--- config.mk ---
export PLATFORM = sky130hd
export DESIGN_NAME = apb2amm_flat
export DESIGN_NICKNAME = d
export VERILOG_FILES = /design/src/rtl/apb2amm_if.sv /design/src/rtl/apb2amm.sv /design/src/flat_wrapper.sv
export SDC_FILE = /design/constraint.sdc
export NUM_CORES = 1
export LEC_CHECK = 0
export ABC_AREA = 0
export ABC_CLOCK_PERIOD_IN_PS = 4300
export CAP_MARGIN = 10
export CORE_UTILIZATION = 40
export CTS_BUF_LIST = sky130_fd_sc_hd__clkbuf_8 sky130_fd_sc_hd__clkbuf_16
export DETAILED_ROUTE_END_ITERATION = 8
export DONT_BUFFER_PORTS = 1
export REMOVE_ABC_BUFFERS = 1
export SYNTH_ARGS = -nofsm -noshare
export SYNTH_HDL_FRONTEND = slang
export SYNTH_SLANG_ARGS = --single-unit
--- constraint.sdc ---
create_clock -name clk -period 4.3 [get_ports clk]
set_input_delay 0.645 -clock clk [delete_from_list [all_inputs] [get_ports clk]]
set_output_delay 0.645 -clock clk [all_outputs]
set_load 0.05 [all_outputs]
--- src/rtl/apb2amm_if.sv ---
// APB3 completer + Avalon-MM host signal bundle for the apb2amm bridge.
// "slave" is the bridge view; "master" is the view of the APB host plus AMM fabric around it.
interface apb2amm_if;
    logic        APB_PSEL;
    logic        APB_PENABLE;
    logic [31:0] APB_PADDR;
    logic [31:0] APB_PWDATA;
    logic        APB_PWRITE;
    logic [31:0] APB_PRDATA;
    logic        APB_PREADY;
    logic        APB_PSLVERR;
    logic [31:0] amm_address;
    logic [31:0] amm_writedata;
    logic        amm_write;
    logic        amm_read;
    logic [31:0] amm_readdata;
    logic        amm_waitrequest;
    logic        amm_readdatavalid;

    modport slave (
        input  APB_PSEL, APB_PENABLE, APB_PADDR, APB_PWDATA, APB_PWRITE,
        output APB_PRDATA, APB_PREADY, APB_PSLVERR,
        output amm_address, amm_writedata, amm_write, amm_read,
        input  amm_readdata, amm_waitrequest, amm_readdatavalid
    );

    modport master (
        output APB_PSEL, APB_PENABLE, APB_PADDR, APB_PWDATA, APB_PWRITE,
        input  APB_PRDATA, APB_PREADY, APB_PSLVERR,
        input  amm_address, amm_writedata, amm_write, amm_read,
        output amm_readdata, amm_waitrequest, amm_readdatavalid
    );
endinterface

--- src/rtl/apb2amm.sv ---
// APB3 completer to Avalon-MM host bridge, 32-bit, one outstanding command.
// Optional command timeout with PSLVERR completion when APB2AMM_TIMEOUT_EN is defined.
module apb2amm #(
    parameter int TIMEOUT = 255
) (
    input  logic      clk,
    input  logic      reset,
    apb2amm_if.slave  bus
);

    typedef enum logic [1:0] {IDLE, CMD, RDWAIT, DONE} state_t;

    state_t      r_state;
    logic        r_wr;
    logic [31:0] r_prdata;
    logic        r_pready;
    logic [31:0] r_addr;
    logic [31:0] r_wdata;
    logic        r_amm_wr;
    logic        r_amm_rd;
    logic        w_setup;
    logic        w_tmo;

    if (TIMEOUT < 1 || TIMEOUT > 65535) begin : g_bad_timeout
        $error("apb2amm: TIMEOUT must be in 1..65535");
    end

    assign w_setup = bus.APB_PSEL && !bus.APB_PENABLE;

`ifdef APB2AMM_TIMEOUT_EN
    logic [15:0] r_cnt;
    logic        r_pslverr;
    assign w_tmo            = (r_cnt == 16'(TIMEOUT));
    assign bus.APB_PSLVERR  = r_pslverr;
`else
    assign w_tmo            = 1'b0;
    assign bus.APB_PSLVERR  = 1'b0;
`endif

    always_ff @(posedge clk) begin
        if (reset) begin
            r_state  <= IDLE;
            r_wr     <= 1'b0;
            r_prdata <= '0;
            r_pready <= 1'b0;
            r_addr   <= '0;
            r_wdata  <= '0;
            r_amm_wr <= 1'b0;
            r_amm_rd <= 1'b0;
`ifdef APB2AMM_TIMEOUT_EN
            r_cnt     <= '0;
            r_pslverr <= 1'b0;
`endif
        end else begin
            // PREADY/PSLVERR are one-cycle pulses raised only on the edge entering DONE
            r_pready <= 1'b0;
`ifdef APB2AMM_TIMEOUT_EN
            r_pslverr <= 1'b0;
            if (r_state == CMD || r_state == RDWAIT)
                r_cnt <= r_cnt + 16'd1;
`endif
            case (r_state)
                IDLE: begin
                    if (w_setup) begin
                        r_addr   <= bus.APB_PADDR;
                        r_wdata  <= bus.APB_PWDATA;
                        r_wr     <= bus.APB_PWRITE;
                        r_amm_wr <= bus.APB_PWRITE;
                        r_amm_rd <= !bus.APB_PWRITE;
                        r_state  <= CMD;
`ifdef APB2AMM_TIMEOUT_EN
                        r_cnt    <= '0;
`endif
                    end
                end
                CMD: begin
                    // a genuine completion wins over a timeout landing in the same cycle
                    if (!bus.amm_waitrequest && (r_wr || bus.amm_readdatavalid)) begin
                        r_amm_wr <= 1'b0;
                        r_amm_rd <= 1'b0;
                        r_pready <= 1'b1;
                        r_state  <= DONE;
                        if (!r_wr)
                            r_prdata <= bus.amm_readdata;
                    end else if (w_tmo) begin
                        r_amm_wr <= 1'b0;
                        r_amm_rd <= 1'b0;
                        r_pready <= 1'b1;
                        r_prdata <= '0;
                        r_state  <= DONE;
`ifdef APB2AMM_TIMEOUT_EN
                        r_pslverr <= 1'b1;
`endif
                    end else if (!bus.amm_waitrequest) begin
                        r_amm_rd <= 1'b0;
                        r_state  <= RDWAIT;
                    end
                end
                RDWAIT: begin
                    if (bus.amm_readdatavalid) begin
                        r_prdata <= bus.amm_readdata;
                        r_pready <= 1'b1;
                        r_state  <= DONE;
                    end else if (w_tmo) begin
                        r_prdata <= '0;
                        r_pready <= 1'b1;
                        r_state  <= DONE;
`ifdef APB2AMM_TIMEOUT_EN
                        r_pslverr <= 1'b1;
`endif
                    end
                end
                DONE: begin
                    r_state <= IDLE;
                end
                default: begin
                    r_state <= IDLE;
                end
            endcase
        end
    end

    assign bus.APB_PRDATA    = r_prdata;
    assign bus.APB_PREADY    = r_pready;
    assign bus.amm_address   = r_addr;
    assign bus.amm_writedata = r_wdata;
    assign bus.amm_write     = r_amm_wr;
    assign bus.amm_read      = r_amm_rd;

endmodule

--- src/flat_wrapper.sv ---
// flat-port wrapper written by rule: the top's interface ports become plain ports
module apb2amm_flat 
#(
    parameter int TIMEOUT = 255
)
  (clk, reset, bus_APB_PSEL, bus_APB_PENABLE, bus_APB_PADDR, bus_APB_PWDATA, bus_APB_PWRITE, bus_APB_PRDATA, bus_APB_PREADY, bus_APB_PSLVERR, bus_amm_address, bus_amm_writedata, bus_amm_write, bus_amm_read, bus_amm_readdata, bus_amm_waitrequest, bus_amm_readdatavalid);
  apb2amm_if bus_i ();
  input  logic clk;
  input  logic reset;
  input wire logic [$bits(bus_i.APB_PSEL)-1:0] bus_APB_PSEL;
  input wire logic [$bits(bus_i.APB_PENABLE)-1:0] bus_APB_PENABLE;
  input wire logic [$bits(bus_i.APB_PADDR)-1:0] bus_APB_PADDR;
  input wire logic [$bits(bus_i.APB_PWDATA)-1:0] bus_APB_PWDATA;
  input wire logic [$bits(bus_i.APB_PWRITE)-1:0] bus_APB_PWRITE;
  output wire logic [$bits(bus_i.APB_PRDATA)-1:0] bus_APB_PRDATA;
  output wire logic [$bits(bus_i.APB_PREADY)-1:0] bus_APB_PREADY;
  output wire logic [$bits(bus_i.APB_PSLVERR)-1:0] bus_APB_PSLVERR;
  output wire logic [$bits(bus_i.amm_address)-1:0] bus_amm_address;
  output wire logic [$bits(bus_i.amm_writedata)-1:0] bus_amm_writedata;
  output wire logic [$bits(bus_i.amm_write)-1:0] bus_amm_write;
  output wire logic [$bits(bus_i.amm_read)-1:0] bus_amm_read;
  input wire logic [$bits(bus_i.amm_readdata)-1:0] bus_amm_readdata;
  input wire logic [$bits(bus_i.amm_waitrequest)-1:0] bus_amm_waitrequest;
  input wire logic [$bits(bus_i.amm_readdatavalid)-1:0] bus_amm_readdatavalid;
  assign bus_i.APB_PSEL = bus_APB_PSEL;
  assign bus_i.APB_PENABLE = bus_APB_PENABLE;
  assign bus_i.APB_PADDR = bus_APB_PADDR;
  assign bus_i.APB_PWDATA = bus_APB_PWDATA;
  assign bus_i.APB_PWRITE = bus_APB_PWRITE;
  assign bus_APB_PRDATA = bus_i.APB_PRDATA;
  assign bus_APB_PREADY = bus_i.APB_PREADY;
  assign bus_APB_PSLVERR = bus_i.APB_PSLVERR;
  assign bus_amm_address = bus_i.amm_address;
  assign bus_amm_writedata = bus_i.amm_writedata;
  assign bus_amm_write = bus_i.amm_write;
  assign bus_amm_read = bus_i.amm_read;
  assign bus_i.amm_readdata = bus_amm_readdata;
  assign bus_i.amm_waitrequest = bus_amm_waitrequest;
  assign bus_i.amm_readdatavalid = bus_amm_readdatavalid;
  apb2amm #(.TIMEOUT(TIMEOUT)) u_core (.clk(clk), .reset(reset), .bus(bus_i));
endmodule
==> reports/summary.txt <==
Slew Limit Fails: 0
crit-path max FO: 66
Synth Register Bits: 102
Synth area leader: dfxtp_1
Ys Warns: 0
fill cell count: 896
chip width: 98.6 um
Ports: 203
CTS resizes: 0
via count: 2,883
via density per instance: 5.19
grt total ovfl: 0
post-synth top area share: 0.547
n_diodes: 0
Final Hold Viols: 0
crit-path cells: inv_1 -> ha_1 -> and2_2 -> nand2_1 -> a21oi_1
Worst Setup End Kind: flop
largest net degree at the start of global routing: 104
Final Critical Period: 2100 ps
most common cell after layout, fill and taps aside: nand2_1
Die H: 98.6 um
first-pass GRT wire length: 12,900 um
Area growth syn-to-layout: 4.92%
CP Data Required Time: 4590 ps
Setup Fix Bufs, Post-CTS: 0
Post-Syn Area: 3730 um^2
buffers plus inverters on the worst setup path: 1
MaxCap Viol Count: 0
Antenna Nets Post-Route: 0
syn avg cell area: 8.07 um^2
cts hold-fix bufs: 0
slowest library cell on the worst path: and2_2
fin crit share: 0.488
most frequent cells in the layout: nand2_1 (196), dfxtp_1 (102), a21oi_1 (90), a21oi_2 (10), clkbuf_8 (10)
clk slew on worst S/H paths: 110 ps
FMAX: 476 MHz
Clk Latency, worst-skew pair: 360 ps
Slew Limit Headroom: 0.218
share of cells above drive strength 1: 0.0738
worst setup path class: flop to flop
Lkg Pwr: 1.32 nW
power density cells: 640 nW/um^2
hpwl dp: 5540 um
final setup margin: 2200 ps
vias in the first global route: 2,766
CTS tree: yes
total core area: 8890 um^2
number of buffers created by CTS: 9
initial antenna violation count: 0
synth unique cells: 28
CTS max path bufs: 2
setup TNS: 0 ps
DRT Pass-1 Iters: 4
WL final: 8450 um
# setup viols final: 0
VDD IR max: 264 uV
unrepaired setup endpoints after global routing: no
# clock sinks: 102
Slew @ Worst Pin: 1170 ps
die area: 9730 um^2
delay-heaviest family, CP: simple AND/OR/NAND/NOR gates
worst path arrival time: 2390 ps
status: finished clean
pre-CTS setup slack: 1930 ps
CP Launch Type: flop
Post-Synthesis Cells: 463
num rows: 34
CTS H-tree lvls: 3
hold crit path type: input pin to flop
clock skew: 17.5 ps
starting density of the core: 0.420
drt wl/cell: 15.2 um
initial DRC count: 96
CTS root buf: clkbuf_8
max incr delay on CP: 970 ps
dominant cells by area after synthesis: dfxtp_1 (55%), nand2_1 (20%), a21oi_1 (12%)
GPL Wtd Cong: 0.710
GRT Util Overall: 0.168
register area share after synthesis: 0.547
Residual DRC: 0
Port Buffers: 0
final-stage net count: 548
## final cells by class
class | count | area (um^2) | share of cell area
timing repair buffer | 1 | 20.0 | 0.00511
tap | 108 | 135 | 0.0345
multi-input combinational | 324 | 1500 | 0.383
inverter | 4 | 15.0 | 0.00383
clock inverter | 6 | 67.6 | 0.0172
clock buffer | 10 | 138 | 0.0351
sequential | 102 | 2040 | 0.521
## routing by layer
metal	up-vias	track usage	wire length [um]
li1	1441	-	-
met1	1281	0.181	3410
met2	150	0.289	3880
met3	11	0.0738	1020
met4	0	0.0712	137
met5	-	0	0
## power by group
part           total (mW)  switching (mW)  internal [mW]
sequential           1.52           0.463           1.06
clock               0.618           0.328          0.290
combinational       0.366           0.235          0.132
total                2.51            1.03           1.48
## path summary, 6_finish.rpt
check / to / slack, ps / startpoint / cells past startpoint
hold / removal: u_core.bus.APB_PRDATA[13]$_SDFFE_PP0P_ / 340 / reset / 1
hold reg to reg: u_core.r_wr$_SDFFE_PP0P_ / 520 / u_core.r_wr$_SDFFE_PP0P_ / 2
setup reg to reg: u_core.bus.amm_address[1]$_SDFFE_PP0P_ / 2200 / u_core.r_state[0]$_SDFFE_PP0P_ / 5
setup / recovery: u_core.bus.amm_address[1]$_SDFFE_PP0P_ / 2200 / u_core.r_state[0]$_SDFFE_PP0P_ / 5
## logic make-up (layout without fill, tap and decap cells)
logic type,Yosys count,after routing,share of synthesized area
AOI/OAI and AO/OA,109,109,0.165
adders and majority gates,3,3,0.0101
buffers and inverters,37,21,0.0523
DFF,102,102,0.547
muxes,1,1,0.00268
other,1,1,0.00100
and+or+nand+nor,210,210,0.222
## synthesized netlist by cell type (all sizes together)
master and count:
o31ai 1, o211ai 1, nand2 197, clkbuf 12, buf 21, o21ai 3
or3 2, mux2i 1, a31oi 1, o221ai 1, a21oi 100, dfxtp 102
nor2 4, nor2b 2, nand3 1, ha 3, conb 1, nor3b 2
a22oi 1, nand3b 1, inv 4, and2 1, o21a 1
## stage by stage
stage	std cells	power (mW)	utilization	hold slack, ps	instance area [um^2]
floorplan	430	1.81	-	477	3550
CTS	554	2.54	0.439	311	3900
global route	555	2.65	0.441	309	3920
finish	555	2.51	0.441	337	3920
global placement	538	1.90	0.415	495	3690
detailed placement	538	1.91	0.415	502	3690
## sequential cells by signal, summed over array words and instances, names as in the netlist
name and count:
u_core.bus.APB_PREADY 1, u_core.bus.amm_write 1, u_core.r_wr 1, u_core.bus.amm_address 32, u_core.bus.APB_PRDATA 32, u_core.r_state 2
u_core.bus.amm_writedata 32, u_core.bus.amm_read 1
Power figures use the tool's default switching activity.
